**src/rtl/pingpong_bank_ctrl_pkg.sv**
```systemverilog
// Shared definitions for the ping-pong interleaver bank controller.
// Holds the default geometry and the read-side state encoding.
package wimax_pkg;

  localparam int BLOCK_LEN_DEF = 192;
  localparam int RAM_ADDR_W    = 9;

  typedef enum logic {
    RD_IDLE,
    RD_ACTIVE
  } rd_state_t;

endpackage

```
**src/rtl/pingpong_bank_ctrl_if.sv**
```systemverilog
// Handshake and RAM-address bundle between the bank controller and its neighbours.
// The controller uses the master view; upstream/consumer logic uses the slave view.
interface pingpong_bank_ctrl_if import wimax_pkg::*; #(
  parameter int ADDR_W = RAM_ADDR_W
) ();

  logic              in_valid;
  logic              in_ready;
  logic              wren;
  logic [ADDR_W-1:0] wraddress;
  logic              out_ready;
  logic              rden;
  logic [ADDR_W-1:0] rdaddress;
  logic              out_valid;
  logic              out_last;
  logic [1:0]        bank_full;
  logic              wr_bank;
  logic              rd_bank;

  modport master (
    input  in_valid, out_ready,
    output in_ready, wren, wraddress, rden, rdaddress,
           out_valid, out_last, bank_full, wr_bank, rd_bank
  );

  modport slave (
    output in_valid, out_ready,
    input  in_ready, wren, wraddress, rden, rdaddress,
           out_valid, out_last, bank_full, wr_bank, rd_bank
  );

endinterface

```
**src/rtl/pingpong_bank_ctrl_addr_gen.sv**
```systemverilog
// Per-side block walker: offset counter that wraps at the block end, flips the
// bank on wrap, and forms the RAM address as bank base plus offset.
module bank_addr_gen import wimax_pkg::*; #(
  parameter  int BLOCK_LEN = BLOCK_LEN_DEF,
  parameter  int ADDR_W    = RAM_ADDR_W,
  localparam int CNT_W     = $clog2(BLOCK_LEN)
) (
  input  logic              clk,
  input  logic              reset,
  input  logic              en,
  output logic              bank,
  output logic [ADDR_W-1:0] addr,
  output logic              done
);

  localparam logic [CNT_W-1:0]  LAST  = CNT_W'(BLOCK_LEN - 1);
  localparam logic [ADDR_W-1:0] BASE1 = ADDR_W'(BLOCK_LEN);

  logic [CNT_W-1:0] cnt;

  assign done = en & (cnt == LAST);
  assign addr = (bank ? BASE1 : '0) + ADDR_W'(cnt);

  always_ff @(posedge clk) begin
    if (reset) begin
      cnt  <= '0;
      bank <= 1'b0;
    end else if (en) begin
      if (cnt == LAST) begin
        cnt  <= '0;
        bank <= ~bank;
      end else begin
        cnt <= cnt + 1'b1;
      end
    end
  end

  a_cnt_range: assert property (@(posedge clk) disable iff (reset) cnt <= LAST);

endmodule

```
**src/rtl/pingpong_bank_ctrl.sv**
```systemverilog
// Ping-pong bank controller: the write side fills one bank while the read side
// drains the other; per-bank full flags hand blocks from writer to reader.
module pingpong_bank_ctrl import wimax_pkg::*; #(
  parameter int BLOCK_LEN = BLOCK_LEN_DEF,
  parameter int ADDR_W    = RAM_ADDR_W,
  parameter int RAM_LAT   = 1
) (
  input logic                  clk,
  input logic                  reset,
  pingpong_bank_ctrl_if.master bus
);

  logic [1:0]         bank_full;
  logic [1:0]         set_mask;
  logic [1:0]         clr_mask;
  logic               wr_bank;
  logic               rd_bank;
  logic               in_ready;
  logic               wren;
  logic               rden;
  logic               wr_done;
  logic               rd_done;
  logic [ADDR_W-1:0]  wraddress;
  logic [ADDR_W-1:0]  rdaddress;
  rd_state_t          state_q;
  rd_state_t          state_d;
  logic [RAM_LAT-1:0] vld_p;
  logic [RAM_LAT-1:0] last_p;

  assign in_ready = ~bank_full[wr_bank];
  assign wren     = bus.in_valid & in_ready;
  assign rden     = (state_q == RD_ACTIVE) & bus.out_ready;

  bank_addr_gen #(
    .BLOCK_LEN (BLOCK_LEN),
    .ADDR_W    (ADDR_W)
  ) u_wr_gen (
    .clk   (clk),
    .reset (reset),
    .en    (wren),
    .bank  (wr_bank),
    .addr  (wraddress),
    .done  (wr_done)
  );

  bank_addr_gen #(
    .BLOCK_LEN (BLOCK_LEN),
    .ADDR_W    (ADDR_W)
  ) u_rd_gen (
    .clk   (clk),
    .reset (reset),
    .en    (rden),
    .bank  (rd_bank),
    .addr  (rdaddress),
    .done  (rd_done)
  );

  // A finishing writer marks its bank full; a finishing reader frees its bank.
  // Both may fire in one cycle, always on opposite banks.
  assign set_mask = wr_done ? (2'b01 << wr_bank) : 2'b00;
  assign clr_mask = rd_done ? (2'b01 << rd_bank) : 2'b00;

  always_ff @(posedge clk) begin
    if (reset) begin
      bank_full <= 2'b00;
    end else begin
      bank_full <= (bank_full | set_mask) & ~clr_mask;
    end
  end

  always_ff @(posedge clk) begin
    if (reset) begin
      state_q <= RD_IDLE;
    end else begin
      state_q <= state_d;
    end
  end

  // Chaining straight into the next bank when it is already full keeps
  // back-to-back blocks bubble-free.
  always_comb begin
    state_d = state_q;
    case (state_q)
      RD_IDLE: begin
        if (bank_full[rd_bank]) begin
          state_d = RD_ACTIVE;
        end
      end
      RD_ACTIVE: begin
        if (rd_done) begin
          state_d = bank_full[~rd_bank] ? RD_ACTIVE : RD_IDLE;
        end
      end
      default: state_d = RD_IDLE;
    endcase
  end

  // out_valid/out_last ride alongside the RAM read latency
  if (RAM_LAT == 1) begin : g_lat1
    always_ff @(posedge clk) begin
      if (reset) begin
        vld_p  <= 1'b0;
        last_p <= 1'b0;
      end else begin
        vld_p  <= rden;
        last_p <= rd_done;
      end
    end
  end else begin : g_latn
    always_ff @(posedge clk) begin
      if (reset) begin
        vld_p  <= '0;
        last_p <= '0;
      end else begin
        vld_p  <= {vld_p[RAM_LAT-2:0], rden};
        last_p <= {last_p[RAM_LAT-2:0], rd_done};
      end
    end
  end

  assign bus.in_ready  = in_ready;
  assign bus.wren      = wren;
  assign bus.wraddress = wraddress;
  assign bus.rden      = rden;
  assign bus.rdaddress = rdaddress;
  assign bus.out_valid = vld_p[RAM_LAT-1];
  assign bus.out_last  = last_p[RAM_LAT-1];
  assign bus.bank_full = bank_full;
  assign bus.wr_bank   = wr_bank;
  assign bus.rd_bank   = rd_bank;

  a_no_set_clr_same_bank: assert property (@(posedge clk) disable iff (reset)
    (set_mask & clr_mask) == 2'b00);
  a_set_only_empty: assert property (@(posedge clk) disable iff (reset)
    wr_done |-> !bank_full[wr_bank]);
  a_clr_only_full: assert property (@(posedge clk) disable iff (reset)
    rd_done |-> bank_full[rd_bank]);

endmodule

```
**src/flat_wrapper.sv**
```systemverilog
// flat-port wrapper written by rule: the top's interface ports become plain ports
module pingpong_bank_ctrl_flat import wimax_pkg::*;
#(
  parameter int BLOCK_LEN = BLOCK_LEN_DEF,
  parameter int ADDR_W    = RAM_ADDR_W,
  parameter int RAM_LAT   = 1
)
  (clk, reset, bus_in_valid, bus_out_ready, bus_in_ready, bus_wren, bus_wraddress, bus_rden, bus_rdaddress, bus_out_valid, bus_out_last, bus_bank_full, bus_wr_bank, bus_rd_bank);
  pingpong_bank_ctrl_if #(.ADDR_W(ADDR_W)) bus_i ();
  input logic clk;
  input logic reset;
  input wire logic [$bits(bus_i.in_valid)-1:0] bus_in_valid;
  input wire logic [$bits(bus_i.out_ready)-1:0] bus_out_ready;
  output wire logic [$bits(bus_i.in_ready)-1:0] bus_in_ready;
  output wire logic [$bits(bus_i.wren)-1:0] bus_wren;
  output wire logic [$bits(bus_i.wraddress)-1:0] bus_wraddress;
  output wire logic [$bits(bus_i.rden)-1:0] bus_rden;
  output wire logic [$bits(bus_i.rdaddress)-1:0] bus_rdaddress;
  output wire logic [$bits(bus_i.out_valid)-1:0] bus_out_valid;
  output wire logic [$bits(bus_i.out_last)-1:0] bus_out_last;
  output wire logic [$bits(bus_i.bank_full)-1:0] bus_bank_full;
  output wire logic [$bits(bus_i.wr_bank)-1:0] bus_wr_bank;
  output wire logic [$bits(bus_i.rd_bank)-1:0] bus_rd_bank;
  assign bus_i.in_valid = bus_in_valid;
  assign bus_i.out_ready = bus_out_ready;
  assign bus_in_ready = bus_i.in_ready;
  assign bus_wren = bus_i.wren;
  assign bus_wraddress = bus_i.wraddress;
  assign bus_rden = bus_i.rden;
  assign bus_rdaddress = bus_i.rdaddress;
  assign bus_out_valid = bus_i.out_valid;
  assign bus_out_last = bus_i.out_last;
  assign bus_bank_full = bus_i.bank_full;
  assign bus_wr_bank = bus_i.wr_bank;
  assign bus_rd_bank = bus_i.rd_bank;
  pingpong_bank_ctrl #(.BLOCK_LEN(BLOCK_LEN), .ADDR_W(ADDR_W), .RAM_LAT(RAM_LAT)) u_core (.clk(clk), .reset(reset), .bus(bus_i));
endmodule
```
**config.mk**
```make
export PLATFORM = sky130hd
export DESIGN_NAME = pingpong_bank_ctrl_flat
export DESIGN_NICKNAME = d
export VERILOG_FILES = /design/src/rtl/pingpong_bank_ctrl_pkg.sv /design/src/rtl/pingpong_bank_ctrl_if.sv /design/src/rtl/pingpong_bank_ctrl_addr_gen.sv /design/src/rtl/pingpong_bank_ctrl.sv /design/src/flat_wrapper.sv
export SDC_FILE = /design/constraint.sdc
export NUM_CORES = 1
export LEC_CHECK = 0
export ABC_CLOCK_PERIOD_IN_PS = 4200
export BUFFER_PORTS_ARGS = -buffer_cell sky130_fd_sc_hd__buf_4
export CORE_MARGIN = 1.5
export CORE_UTILIZATION = 55
export CTS_CLUSTER_SIZE = 25
export DETAILED_ROUTE_END_ITERATION = 6
export PLACE_DENSITY = 0.82
export SKIP_LAST_GASP = 1
export SYNTH_ARGS = -nofsm -noshare
export SYNTH_HDL_FRONTEND = slang
export SYNTH_SLANG_ARGS = --single-unit
```
**constraint.sdc**
```tcl
create_clock -name clk -period 4.2 [get_ports clk]
set_input_delay 1.05 -clock clk [delete_from_list [all_inputs] [get_ports clk]]
set_output_delay 1.05 -clock clk [all_outputs]
set_load 0.01 [all_outputs]
```
Word level (Yosys, flattened, before mapping)
Index checks and enable logic that the tools add are counted.
Storage, ports and cells
  flip-flop bits (word level): 23
  logic and storage cells: 48
Operators by class
  add/sub/neg operators: 4
  order comparisons: 3
  equality and inequality tests: 2
  shift-type cells: 2
  muxes and demuxes: 16
  bitwise operators: 11
  reduce and logical (&&, ||, !) cells: 2
Operators by type and width (count)
  $mux W8: 4
  $add A8 B8 Y9: 2
  $add A8 B1 Y8 const B: 2
  $eq A8 B8 Y1 const B: 2
  $mux W1: 9
  $lt A1 B2 Y1 const B: 3
  $and A1 B1 Y1: 4
  $mux W2: 2
  $not A1 Y1: 4
  $reduce_and A2 Y1: 2
  $shl A1 B1 Y2 const A: 2
  $and A2 B2 Y2: 1
  $not A2 Y2: 1
  $or A2 B2 Y2: 1
  $pmux W1 S2: 1

Logic depth before layout (Yosys ltp)
  depth in word-level cells: 8
  mapped depth: 6
  mapped depth without buffers: 5

Hierarchy
Synthesis repeated with hierarchy kept, for this count alone.
Unflattened totals
  cells, all modules: 133
  area total of the unflattened synthesis: 1228.7 sq um
By module, submodules not included
  bank_addr_gen: times used 2, cells each 56, area an instance 506.7 sq um, sequential area each 180.2 sq um
  pingpong_bank_ctrl: times used 1, cells each 21, area an instance 215.2 sq um, sequential area each 100.1 sq um

Least setup slack after synthesis
OpenSTA, ideal clock, no wires.
  kind: input-to-output
  start point: input bus_out_ready
  end point: output bus_rden
  arrival: 1331 ps
  slack: 1819 ps
  stages on the path: 2
  buffers on the path: 0
  cells stage by stage: nand2_1 -> inv_1
On the way
  word-level cells in the longest chain between the ends: 1
Ends and longest elaborated chain
  start, declared: RTL line flat_wrapper.sv:13  | input wire logic [$bits(bus_i.out_ready)-1:0] bus_out_ready;
  $and A1 B1 Y1: RTL line pingpong_bank_ctrl.sv:32  | assign rden = (state_q == RD_ACTIVE) & bus.out_ready;
  end, declared: RTL line flat_wrapper.sv:17  | output wire logic [$bits(bus_i.rden)-1:0] bus_rden;
Every way passes these cells.

Final worst setup path
  start point: register u_core.u_rd_gen.bank
  end point: output bus_rdaddress[7]
On the way
  word-level cells in the longest chain between the ends: 2
Ends and longest elaborated chain
  start, declared: RTL line pingpong_bank_ctrl_addr_gen.sv:11  | output logic bank,
  start signal, assigned: RTL line pingpong_bank_ctrl_addr_gen.sv:31  | bank <= ~bank;
  $mux W8: RTL line pingpong_bank_ctrl_addr_gen.sv:22  | assign addr = (bank ? BASE1 : '0) + ADDR_W'(cnt);
  $add A8 B8 Y9: RTL line pingpong_bank_ctrl_addr_gen.sv:22
  end, declared: RTL line flat_wrapper.sv:18  | output wire logic [$bits(bus_i.rdaddress)-1:0] bus_rdaddress;
Every way passes these cells.

==> metrics.md <==
| Metric | Value |
|---|---|
| Worst hold path type | `flip-flop to flip-flop` |
| Final GP Congestion | `0.813` |
| Port Buffer Count | `30` |
| Distinct cells, synth | `30` |
| Fin util | `69.1%` |
| DRC viols | `0` |
| Startpoint types | `flip-flop` |
| CTS Hold Bufs | `0` |
| Period utilization | `65.9%` |
| Wire per inst | `12.7 um` |
| LEAKAGE | `0.593 nW` |
| Max VDD drop | `0.192 mV` |
| Synth area leader | `dfxtp_1` |
| Max Fclk | `0.361 GHz` |
| Vias per inst | `5.21` |
| First-pass GRT wire length | `4.04 mm` |
| Crit Path Category | `flip-flop to primary output` |
| Slew Viols, Final | `0` |
| Die X | `50.0 um` |
| Clock sinks | `23` |
| Pre-CTS setup slack | `1.50 ns` |
| Number of detailed-route iterations in the first pass | `4` |
| Cell Pwr Density | `248 mW/mm2` |
| Sequential share of the synthesized area | `37.9%` |
| Post-synthesis instance total | `142` |
| Nets | `172` |
| Area delta synth->final | `15.2%` |
| Final Instance Area | `0.00140 mm2` |
| Layout cell share with drive strength beyond 1 | `23.0%` |
| # IOs | `31` |
| CP Data Required Time | `3.15 ns` |
| Clk_lat worst skew | `0.33 ns` |
| Min Tclk post-route | `2.77 ns` |
| Reg2reg path depth | `4` |
| Final Hold Slack | `0.505 ns` |
| Commonest non-fill, non-tap cell in the layout | `buf_4` |
| Final setup margin | `1.43 ns` |
| Syn Std Cell Area | `0.00121 mm2` |
| Relative slew slack | `70.4%` |
| # rows | `16` |
| Antenna viol nets, final | `0` |
| Worst-Margin Slew | `0.441 ns` |
| Die span in y | `50.0 um` |
| DIE AREA | `0.00250 mm2` |
| Initial DRC count | `7` |
| Initial Util | `60.0%` |
| Clk slew on worst S/H paths | `0.13 ns` |
| Unrepaired setup endpoints after global routing | `false` |
| Core area | `0.00202 mm2` |
| Total gr overflow | `0` |
| Number of H-tree levels | `1` |
| # diodes | `0` |
| Fin cells | `188` |
| Maximum buffer depth of the clock tree | `2` |
| CTS root buf | `clkbuf_4` |
| Synthesized Nets | `152` |
| CP Max Fanout | `7` |
| Final setup viols | `0` |
| # placed instances | `184` |
| Setup_tns | `0 ns` |
| GRT Overall Usage | `21.1%` |
| Synthesis warning total | `0` |
| CTS tree | `built` |
| Pin count of the biggest net entering global routing | `25` |
| Number of global-route vias before repair | `923` |
| Post-Route WL | `2.39 mm` |
| Post-cts sizing count | `0` |
| Max-cap violations | `0` |
| WHS Path Cells | `2` |
| Syn_area_per_cell | `8.55 um2` |
| Hpwl dp | `1.69 mm` |
| Status | `complete, no violations` |
| Endpoint arrival time on the critical path | `1.72 ns` |
| Commonest non-fill, non-tap cells in the layout | `buf_4, dfxtp_1, inv_1` |
| Share of the synthesized area in the top cell type | `37.9%` |
| Dpl cell area | `0.00137 mm2` |
| Final Power | `347 uW` |
| Antenna violations before repair | `0` |
| Worst Skew | `0.00670 ns` |
| Top cells by area, synth | `dfxtp_1, buf_4, nor3_1` |
| Final Hold Fails | `0` |
| Post-CTS setup buffers | `0` |
| Critical Path End Type | `primary output` |
| Vias | `980` |
| Synthesized flop and latch total | `23` |
| Inserted Clock Buffers | `3` |
==> final timing paths <==
path | start | to | slack [ns]
hold / removal | u_core.u_wr_gen.cnt[1] | u_core.u_wr_gen.cnt[1] | 0.50
hold reg to reg | u_core.u_wr_gen.cnt[1] | u_core.u_wr_gen.cnt[1] | 0.50
setup reg to reg | u_core.u_wr_gen.bank | u_core.bus.bank_full[0] | 2.44
setup / recovery | u_core.u_rd_gen.bank | bus_rdaddress[7] | 1.43
==> synth_stat cells, drive strengths merged <==
master,instances
fa,2
mux2,1
nand2,12
a21oi,6
buf,13
o21ai,2
inv,17
or3,1
a21o,1
and4,1
dfxtp,23
nor4,2
nor3,14
nand4,3
a211oi,2
ha,4
nand3,6
nand2b,1
clkbuf,2
xnor2,8
xor2,5
nor2,9
o31ai,1
and4b,1
a41oi,1
a211o,1
and3,3
==> registers in the layout, indices dropped and copies added (netlist names) <==
| register | cells |
|---|---|
| u_core.u_rd_gen.bank | 1 |
| u_core.bus.bank_full | 2 |
| u_core.u_wr_gen.bank | 1 |
| u_core.u_rd_gen.cnt | 8 |
| u_core.u_wr_gen.cnt | 8 |
| u_core.bus.out_last | 1 |
| u_core.state_q | 1 |
| u_core.bus.out_valid | 1 |
==> logic make-up after synthesis <==
group,after synthesis,share of synthesized area (%)
buffers and inverters,32,13.7
AO/OA/AOI/OAI,14,7.63
adder cells (fa/ha/maj),6,7.42
AND/OR/NAND/NOR,53,22.7
multiplexers,1,1.24
flip-flops,23,37.9
XOR/XNOR,13,9.38
==> where the power goes <==
group | switching, mW | internal (mW)
clock network | 0.0722 | 0.0358
registers | 0.00234 | 0.220
logic | 0.00901 | 0.00726
==> per-layer routing <==
metal / global-route usage [%] / part of all wire, %
met1: 25.7 / 46
met2: 36.7 / 48
met3: 2.73 / 3.8
met4: 9.72 / 2.1
met5: 0 / 0
==> critical path: stages (launching register included) <==
cell and delay [ns]:
dfxtp_1 0.48, ha_1 0.19, inv_1 0.05, fa_1 0.50, inv_1 0.04, buf_4 0.13
==> area by class of cell <==
| type | instances | area (um2) |
|---|---|---|
| fill | 167 | 624 |
| sequential | 23 | 460 |
| timing repair buffer | 30 | 225 |
| multi-input combinational | 87 | 587 |
| clock buffer | 3 | 22.5 |
| clock inverter | 1 | 5.00 |
| tap | 27 | 33.8 |
| inverter | 17 | 63.8 |
Note: power is estimated with default switching activity, not from simulation.
